$ cat src/rtl/fetch_stage.sv
// ---------------------------------------------------------------------------
// fetch_stage
// Instruction fetch stage plus IF/ID pipeline register for the rv32 in-order
// core. It owns the PC and keeps at most one instruction-memory request in
// flight. Returned words land in the ID slot, or in a one-entry skid buffer
// when decode is stalled. A flush redirects the PC and throws away anything
// fetched or still in flight.
//
// Ports
//   clock, reset       : rising-edge clock, async active-low reset
//   imem_req_*         : request channel (valid/ready, addr == pc)
//   imem_resp_*        : response channel (one word per accepted request)
//   stall              : decode cannot take the ID slot this cycle
//   flush/flush_target : redirect to a new word-aligned PC
//   id_*               : ID slot contents plus pre-decoded immediate fields
// ---------------------------------------------------------------------------
module fetch_stage #(
   parameter logic [31:0] RESET_PC = 32'h0000_0000
) (
   input  logic        clock,
   input  logic        reset,
   output logic        imem_req_valid,
   input  logic        imem_req_ready,
   output logic [31:0] imem_req_addr,
   input  logic        imem_resp_valid,
   input  logic [31:0] imem_resp_data,
   input  logic        stall,
   input  logic        flush,
   input  logic [31:0] flush_target,
   output logic        id_valid,
   output logic [31:0] id_instr,
   output logic [31:0] id_pc,
   output logic [31:0] id_pc_plus4,
   output logic [24:0] id_base_imm,
   output logic [1:0]  id_imm_src
);

   typedef enum logic [1:0] {S_FETCH, S_WAIT, S_DROP} state_e;

   typedef struct packed {
      logic        valid;
      logic [31:0] instr;
      logic [31:0] pc;
   } entry_t;

   state_e      state_q, state_d;
   logic [31:0] pc_q, pc_d;
   logic [31:0] req_pc_q, req_pc_d;
   entry_t      id_q, id_d;
   entry_t      skid_q, skid_d;
   logic        req_vld_q, req_vld_d;

   logic   accept, consume, slot_free, resp_ok;
   entry_t resp_e;

   // Target LSBs are ignored: the PC is always word aligned.
   logic unused_tgt_lsb;
   assign unused_tgt_lsb = ^flush_target[1:0];

   always_comb begin
      accept    = req_vld_q && imem_req_ready;
      consume   = id_q.valid && !stall;
      slot_free = !id_q.valid || consume;
      resp_ok   = (state_q == S_WAIT) && imem_resp_valid;

      resp_e.valid = 1'b1;
      resp_e.instr = imem_resp_data;
      resp_e.pc    = req_pc_q;

      state_d  = state_q;
      pc_d     = pc_q;
      req_pc_d = req_pc_q;
      id_d     = id_q;
      skid_d   = skid_q;

      if (flush) begin
         id_d.valid   = 1'b0;
         skid_d.valid = 1'b0;
         pc_d         = {flush_target[31:2], 2'b00};
         // A request still owed a response (already outstanding, or being
         // accepted right now) must have that response swallowed in DROP.
         if (accept ||
             ((state_q == S_WAIT) && !imem_resp_valid) ||
             ((state_q == S_DROP) && !imem_resp_valid))
            state_d = S_DROP;
         else
            state_d = S_FETCH;
      end else begin
         case (state_q)
            S_FETCH: begin
               if (accept) begin
                  req_pc_d = pc_q;
                  pc_d     = pc_q + 32'd4;
                  state_d  = S_WAIT;
               end
            end
            S_WAIT:  if (imem_resp_valid) state_d = S_FETCH;
            S_DROP:  if (imem_resp_valid) state_d = S_FETCH;
            default: state_d = S_FETCH;
         endcase

         // The skid entry is always older than a response arriving now, so
         // it drains first and the new word takes its place.
         if (skid_q.valid && slot_free) begin
            id_d         = skid_q;
            skid_d.valid = 1'b0;
            if (resp_ok) skid_d = resp_e;
         end else if (resp_ok) begin
            if (slot_free) id_d = resp_e;
            else           skid_d = resp_e;
         end else if (consume) begin
            id_d.valid = 1'b0;
         end
      end

      // Next-cycle request valid is decided from next state only, so the
      // output never depends combinationally on stall/flush/ready.
      req_vld_d = (state_d == S_FETCH) && !skid_d.valid;
   end

   always_ff @(posedge clock or negedge reset) begin
      if (!reset) begin
         state_q   <= S_FETCH;
         pc_q      <= RESET_PC;
         req_pc_q  <= '0;
         id_q      <= '0;
         skid_q    <= '0;
         req_vld_q <= 1'b0;
      end else begin
         state_q   <= state_d;
         pc_q      <= pc_d;
         req_pc_q  <= req_pc_d;
         id_q      <= id_d;
         skid_q    <= skid_d;
         req_vld_q <= req_vld_d;
      end
   end

   assign imem_req_valid = req_vld_q;
   assign imem_req_addr  = pc_q;

   assign id_valid    = id_q.valid;
   assign id_instr    = id_q.instr;
   assign id_pc       = id_q.pc;
   assign id_pc_plus4 = id_q.pc + 32'd4;
   assign id_base_imm = id_q.instr[31:7];

   // Immediate format for the decode sign-extender: S=01, B=10, J=11,
   // everything else treated as I-type.
   always_comb begin
      case (id_q.instr[6:0])
         7'b0100011: id_imm_src = 2'b01;
         7'b1100011: id_imm_src = 2'b10;
         7'b1101111: id_imm_src = 2'b11;
         default:    id_imm_src = 2'b00;
      endcase
   end

endmodule

$ cat config.mk
export PLATFORM = sky130hd
export DESIGN_NAME = fetch_stage
export DESIGN_NICKNAME = d
export VERILOG_FILES = /design/src/rtl/fetch_stage.sv
export SDC_FILE = /design/constraint.sdc
export NUM_CORES = 1
export LEC_CHECK = 0
export ABC_AREA = 1
export BUFFER_PORTS_ARGS = -buffer_cell sky130_fd_sc_hd__buf_2
export CAP_MARGIN = 40
export CORE_UTILIZATION = 45
export CTS_BUF_LIST = sky130_fd_sc_hd__clkbuf_2 sky130_fd_sc_hd__clkbuf_4 sky130_fd_sc_hd__clkbuf_8
export DETAILED_ROUTE_END_ITERATION = 8
export GPL_ROUTABILITY_DRIVEN = 0
export HOLD_SLACK_MARGIN = 0.06
export MAX_ROUTING_LAYER = met4
export PLACE_DENSITY = 0.77
export RECOVER_POWER = 50
export SYNTH_ARGS = -nofsm -noshare
export SYNTH_HDL_FRONTEND = slang
export SYNTH_SLANG_ARGS = --single-unit
$ cat constraint.sdc
create_clock -name clock -period 1.8 [get_ports clock]
set_clock_uncertainty 0.05 [all_clocks]
set_input_delay 0.54 -clock clock [delete_from_list [all_inputs] [get_ports clock]]
set_output_delay 0.54 -clock clock [all_outputs]
set_load 0.02 [all_outputs]
# Yosys cells after proc, flatten, opt, wreduce, memory -nomap -nowiden
# Cells that the tools add are included.
[op_classes]
n_addsub = 2
multipliers = 0
div = 0
magnitude_cmp = 0
eq_ne = 7
shift = 0
n_mux = 20
n_bitwise = 1
reduce_logical = 27
[ops]
columns = ["op", "count"]
rows = [
  ["2-to-1 mux 65 bit", 6],
  ["2-to-1 mux 32 bit", 3],
  ["adder 32 x 3 -> 32 bit (second input constant)", 2],
  ["2-to-1 mux 64 bit", 1],
  ["== test 7 bit (second input constant)", 2],
  ["AND reduction 3 bit", 3],
  ["2-to-1 mux 2 bit", 4],
  ["nonzero test 2 bit", 4],
  ["== test 7 x 6 -> 1 bit (second input constant)", 1],
  ["logical AND 1 bit", 7],
  ["one-hot mux 2 bit (3 select lines)", 1],
  ["zero test 1 bit", 4],
  ["zero test 2 bit", 2],
  ["2-to-1 mux 1 bit", 4],
  ["!= test 4 x 3 -> 1 bit (second input constant)", 1],
  ["one-hot mux 2 bit (2 select lines)", 1],
  ["AND reduction 2 bit", 2],
  ["nonzero test 4 bit", 1],
  ["logical OR 1 bit", 3],
  ["== test 2 x 1 -> 1 bit (second input constant)", 1],
  ["== test 2 bit (second input constant)", 1],
  ["!= test 2 x 1 -> 1 bit (second input constant)", 1],
  ["OR reduction 2 bit", 1],
  ["inverter 1 bit", 1],
]
[totals]
ff_bits = 197
latchBits = 0
ramBits = 0
mem_bits_ro = 0
input_bits = 70
output_inout_bits = 157
wordCells = 67
n_memories = 0

# Depth between registers and ports, before layout
[logic_depth]
ltp_word = 9
ltp_mapped = 11
mapped_depth_nobuf = 10

# Worst setup path before layout
# No wires, ideal clock.
[synth_timing]
kind = "register -> output"
start = "reg id_q (netlist bit id_pc[3])"
end = "out id_pc_plus4[18]"
t_arrival_ps = 1664
t_required_ps = 1210
path_slack_ps = -454
path_stages_with_launch = 6
path_buffers = 0
cell_sequence = "dfrtp_1 > ha_1 > nand3_1 > nor3_2 > nand3_1 > xor2_1"
[synth_between]
elab_chain_len = 1
[synth_rtl]
columns = ["element", "line_no", "rtl"]
rows = [
  ["from (decl)", "49", "entry_t id_q, id_d;"],
  ["from (signal assigned)", "133", "id_q <= id_d;"],
  ["adder 32 x 3 -> 32 bit", "145", "assign id_pc_plus4 = id_q.pc + 32'd4;"],
  ["to (decl)", "33", "output logic [31:0] id_pc_plus4,"],
]
# No other way between the ends.

# Worst setup path in the final report
[layout_timing]
start = "reg id_q (netlist bit id_pc[12])"
end = "out id_pc_plus4[24]"
# The elaborated chain is that of the path after synthesis.

==> results <==
- The run finished, with violations left.
- The final reports fail on negative setup slack.
- Across the run, the number of max-cap violations was 0.
- At the later pin of the worst-skew pair, clock insertion delay measures 0.47 ns.
- The number of sinks driven by the clock tree is 191.
- The die covers 22460 µm².
- The biggest area contributor in the post-synthesis netlist is dfrtp_1.
- The placed cell count is 1791.
- The total overflow left after global routing is 0.
- For the finished layout, the period the worst path requires is 2.733 ns.
- After the first detailed-routing iteration, the DRC count stood at 846.
- Prior to clock tree synthesis, the placed netlist has a worst setup slack of -0.3167 ns.
- The synthesized netlist devotes 11.53% of its cell area to compound gates.
- The via count of the first global-routing pass is 9277.
- The signal arrival time at the worst endpoint is 2.14 ns.
- Clock-pin slew was measured on the worst setup and hold paths at 0.12 ns.
- The power density over cell area is 1493 nW/µm².
- After technology mapping, the gate count stands at 1265.
- The standard cell core area is 21220 µm².
- The largest net degree at the start of global routing is 60.
- Once the floorplan was initialized, standard cells occupied 46.37% of the core.
- The first TritonRoute pass finished after 7 iterations.
- Headroom to the max-slew limit came out at 30.26%.
- The clock passes through at most 2 buffers.
- The number of endpoints with negative hold slack in the final report is 0.
- The setup path with the least slack is of type reg -> out.
- Counting flops with an async set or reset pin after synthesis yields a share of 100.0%.
- The sum of routed wire length over all layers is 34.12 mm.
- After synthesis, the largest family of logic cells by area is simple AND/OR/NAND/NOR gates.
- The synthesized netlist devotes 2.581% of its cell area to XOR and XNOR gates.
- The initial antenna violation count is 0.
- The clock tree from TritonCTS is yes.
- The maximum operating frequency is 365.8 MHz.
- Of the cells placed in the final design, the portion with a size suffix greater than 1 is 41.63%.
- The number of levels in the clock H-tree is 4.
- The die is 149.9 µm wide.
- During I/O placement, the number of pins put on the boundary was 227.
- The synthesized netlist devotes 26.57% of its cell area to simple gates.
- By area the synthesized netlist is led by dfrtp_1 (49%), nand2_1 (16%), o21ai_0 (4.5%).
- The maximum net fanout on the critical path is 4.
- Data on the critical path is required at its endpoint by 1.21 ns.
- The overall die height is 149.9 µm.
- The number of distinct standard cells referenced by the synthesized netlist is 38.
- The portion of the clock cycle consumed by the worst path in the final layout is 151.9%.
- Yosys printed 0 warnings.
- Summing the areas of all fa, ha and maj instances in the mapped netlist gives 0.7629% of the synthesized area.
- STA classifies the critical path startpoint as a flip-flop.
- The placement row count is 53.
- The slew of the pin with the lowest slew margin is 1.046 ns.
- The global-route usage over all layers is 27.71%.
- By count the netlist is led by nand2_1 (425), dfrtp_1 (191), inv_1 (117).
- The synthesized design devotes to its leading area cell type 48.57% of total area.
- Dividing the synthesized area by the synthesized cell count gives 7.779 µm².
- The tree is rooted in a clkbuf_8.
- STA classifies the critical path endpoint as an output port.
- Buffers inserted during clock tree synthesis total 17.
- The number of filler cells placed in the layout is 1540.
- Setup repair after global routing could not meet its margin everywhere.
- The post-detailed-placement half-perimeter wirelength is 20.22 mm.
- After synthesis the netlist holds a flip-flop and latch count of 191.
- The finished layout holds 1894 standard cells, fillers aside.
- Counting flops with a built-in enable in the synthesized netlist gives 0.
- For the final routed database, the setup TNS stands at -26.19 ns.
- The total inserted antenna cells is 0.
- For this run, design rule violations remaining after detail routing come to 0.
- Walking the worst path, the cells encountered are nand2_4 > nor2_4 > inv_1 > nor2_1 > nand4_1 > xor2_2 > buf_6.
- The area growth from synthesis to layout is 49.82%.
- In the synthesized netlist the dominant register cell turns out to be dfrtp_1.
- The number of buffer and inverter stages on the critical path is 2.
- The mapped netlist covers 9841 µm².
- The worst hold path belongs to the class in -> reg.
- The final layout contains 1682 nets.
- The number of I/O port buffers is 222.
- Setup violations remaining at the end of the flow were counted as 128.
- For this run, the slowest stage of the critical path takes 0.46 ns.
- Among all cell types in the netlist, the one instantiated most often is nand2_1.
- The final worst-path setup slack is -0.9335 ns.
- The count of nets left with antenna violations after detail routing is 0.
- Across the VDD grid, the largest voltage drop is 722.1 µV.
- The average wire per cell in the routed design is 18.02 µm.
- For this design, the slowest cell found on the critical path is dfrtp_2.
- The count of final max-slew check failures is 0.
- In this run the static leakage power is 7.257 nW.
- The first-pass GRT wire length is 47.00 mm.
- The number of vias per cell is 5.486.
- Across all layers, the routed design uses 10.39k vias.
- After synthesis, flip-flops and latches occupy 48.57% of the total area.
- The gate family responsible for the most delay along the worst path is simple AND/OR/NAND/NOR gates.
- The design draws 22.02 mW.
- After synthesis, the share of cell area in mux cells is 0%.
cell type report:
cell class                 count  area, µm²  share of cell area [%]
clock buffer                  17      234.0                   1.587
clock inverter                15      170.2                   1.154
inverter                     125      514.2                   3.488
multi-input combinational    865       5017                   34.03
sequential                   191       4822                   32.71
tap                          275      344.1                   2.334
timing repair buffer         405       3630                   24.62
timing repair inverter         1      11.26                 0.07638
final timing paths:
kind	depth (start not counted)	endpoint	slack, ns	startpoint
max	7	id_pc_plus4[24]	-0.93	id_pc[12]
min in group asynchronous	2	id_instr[19]	0.70	reset
max in group asynchronous	3	imem_req_addr[24]	0.08	reset
min	3	skid_q[54]	0.23	imem_resp_data[22]
max reg2reg	11	imem_req_addr[4]	-0.12	state_q[1]
min reg2reg	2	skid_q[58]	0.43	skid_q[58]
sequential cells by signal, summed over array words and instances (netlist names):
signal and count:
id_instr 32, id_pc 31, id_valid 1, imem_req_addr 30
imem_req_valid 1, req_pc_q 30, skid_q 64, state_q 2
power breakdown:
group | internal (mW) | total [mW] | switching, mW
combinational | 5.28 | 11.9 | 6.63
clock | 1.17 | 2.91 | 1.74
sequential | 5.65 | 7.19 | 1.55
cell families after synthesis:
kind of cell | Yosys count
XOR/XNOR | 29
AND/OR/NAND/NOR | 634
other | 1
AO/OA/AOI/OAI | 194
adder cells (fa/ha/maj) | 6
flip-flops | 191
buffers and inverters | 210
per-stage QoR:
| stage | cell area, µm² | utilization [%] | hold WS (ns) |
|---|---|---|---|
| floorplan | 10170 | - | 0.1944 |
| global placement | 12120 | 57.10 | 0.4032 |
| detailed placement | 12120 | 57.10 | 0.4085 |
| CTS | 13540 | 63.82 | 0.2069 |
| global route | 14740 | 69.48 | 0.2111 |
| finish | 14740 | 69.48 | 0.2255 |
tightest hold or removal path, delay by kind of cell:
kind	cells	cell delay, ns
AND/OR/NAND/NOR	2	0.10
buffers and inverters	1	0.09
cells in the final DEF (no fill, tap or decap), types with 18 or more instances in the layout:
cell        n
buf_12     18
o21ai_0    52
o21ai_2    21
dfrtp_2    34
nor2_2     31
buf_4      94
o21ai_1    29
buf_6     105
nor2_1     69
nand2_4    19
a31oi_1    34
xor2_2     18
nand3_1    34
buf_2     162
nand2_1   378
o211ai_1   38
inv_1     103
nand2_2    29
nor2_4     24
dfrtp_1   157
layer usage:
layer / GRT usage, % / part of all wire, %
met1: 35.89 / 39
met2: 44.21 / 49
met3: 4.085 / 8.5
met4: 10.00 / 3.9
met5: - / 0
what timing repair did:
item	4_1_cts	5_1_grt
pin swaps	45	50
gates resized for setup	181	255
setup endpoints to repair	85	164
endpoints found under the hold margin	34	0
buffers inserted	37	29
hold buffers	1	0
cloned	6	13
Power figures use the tool's default switching activity.
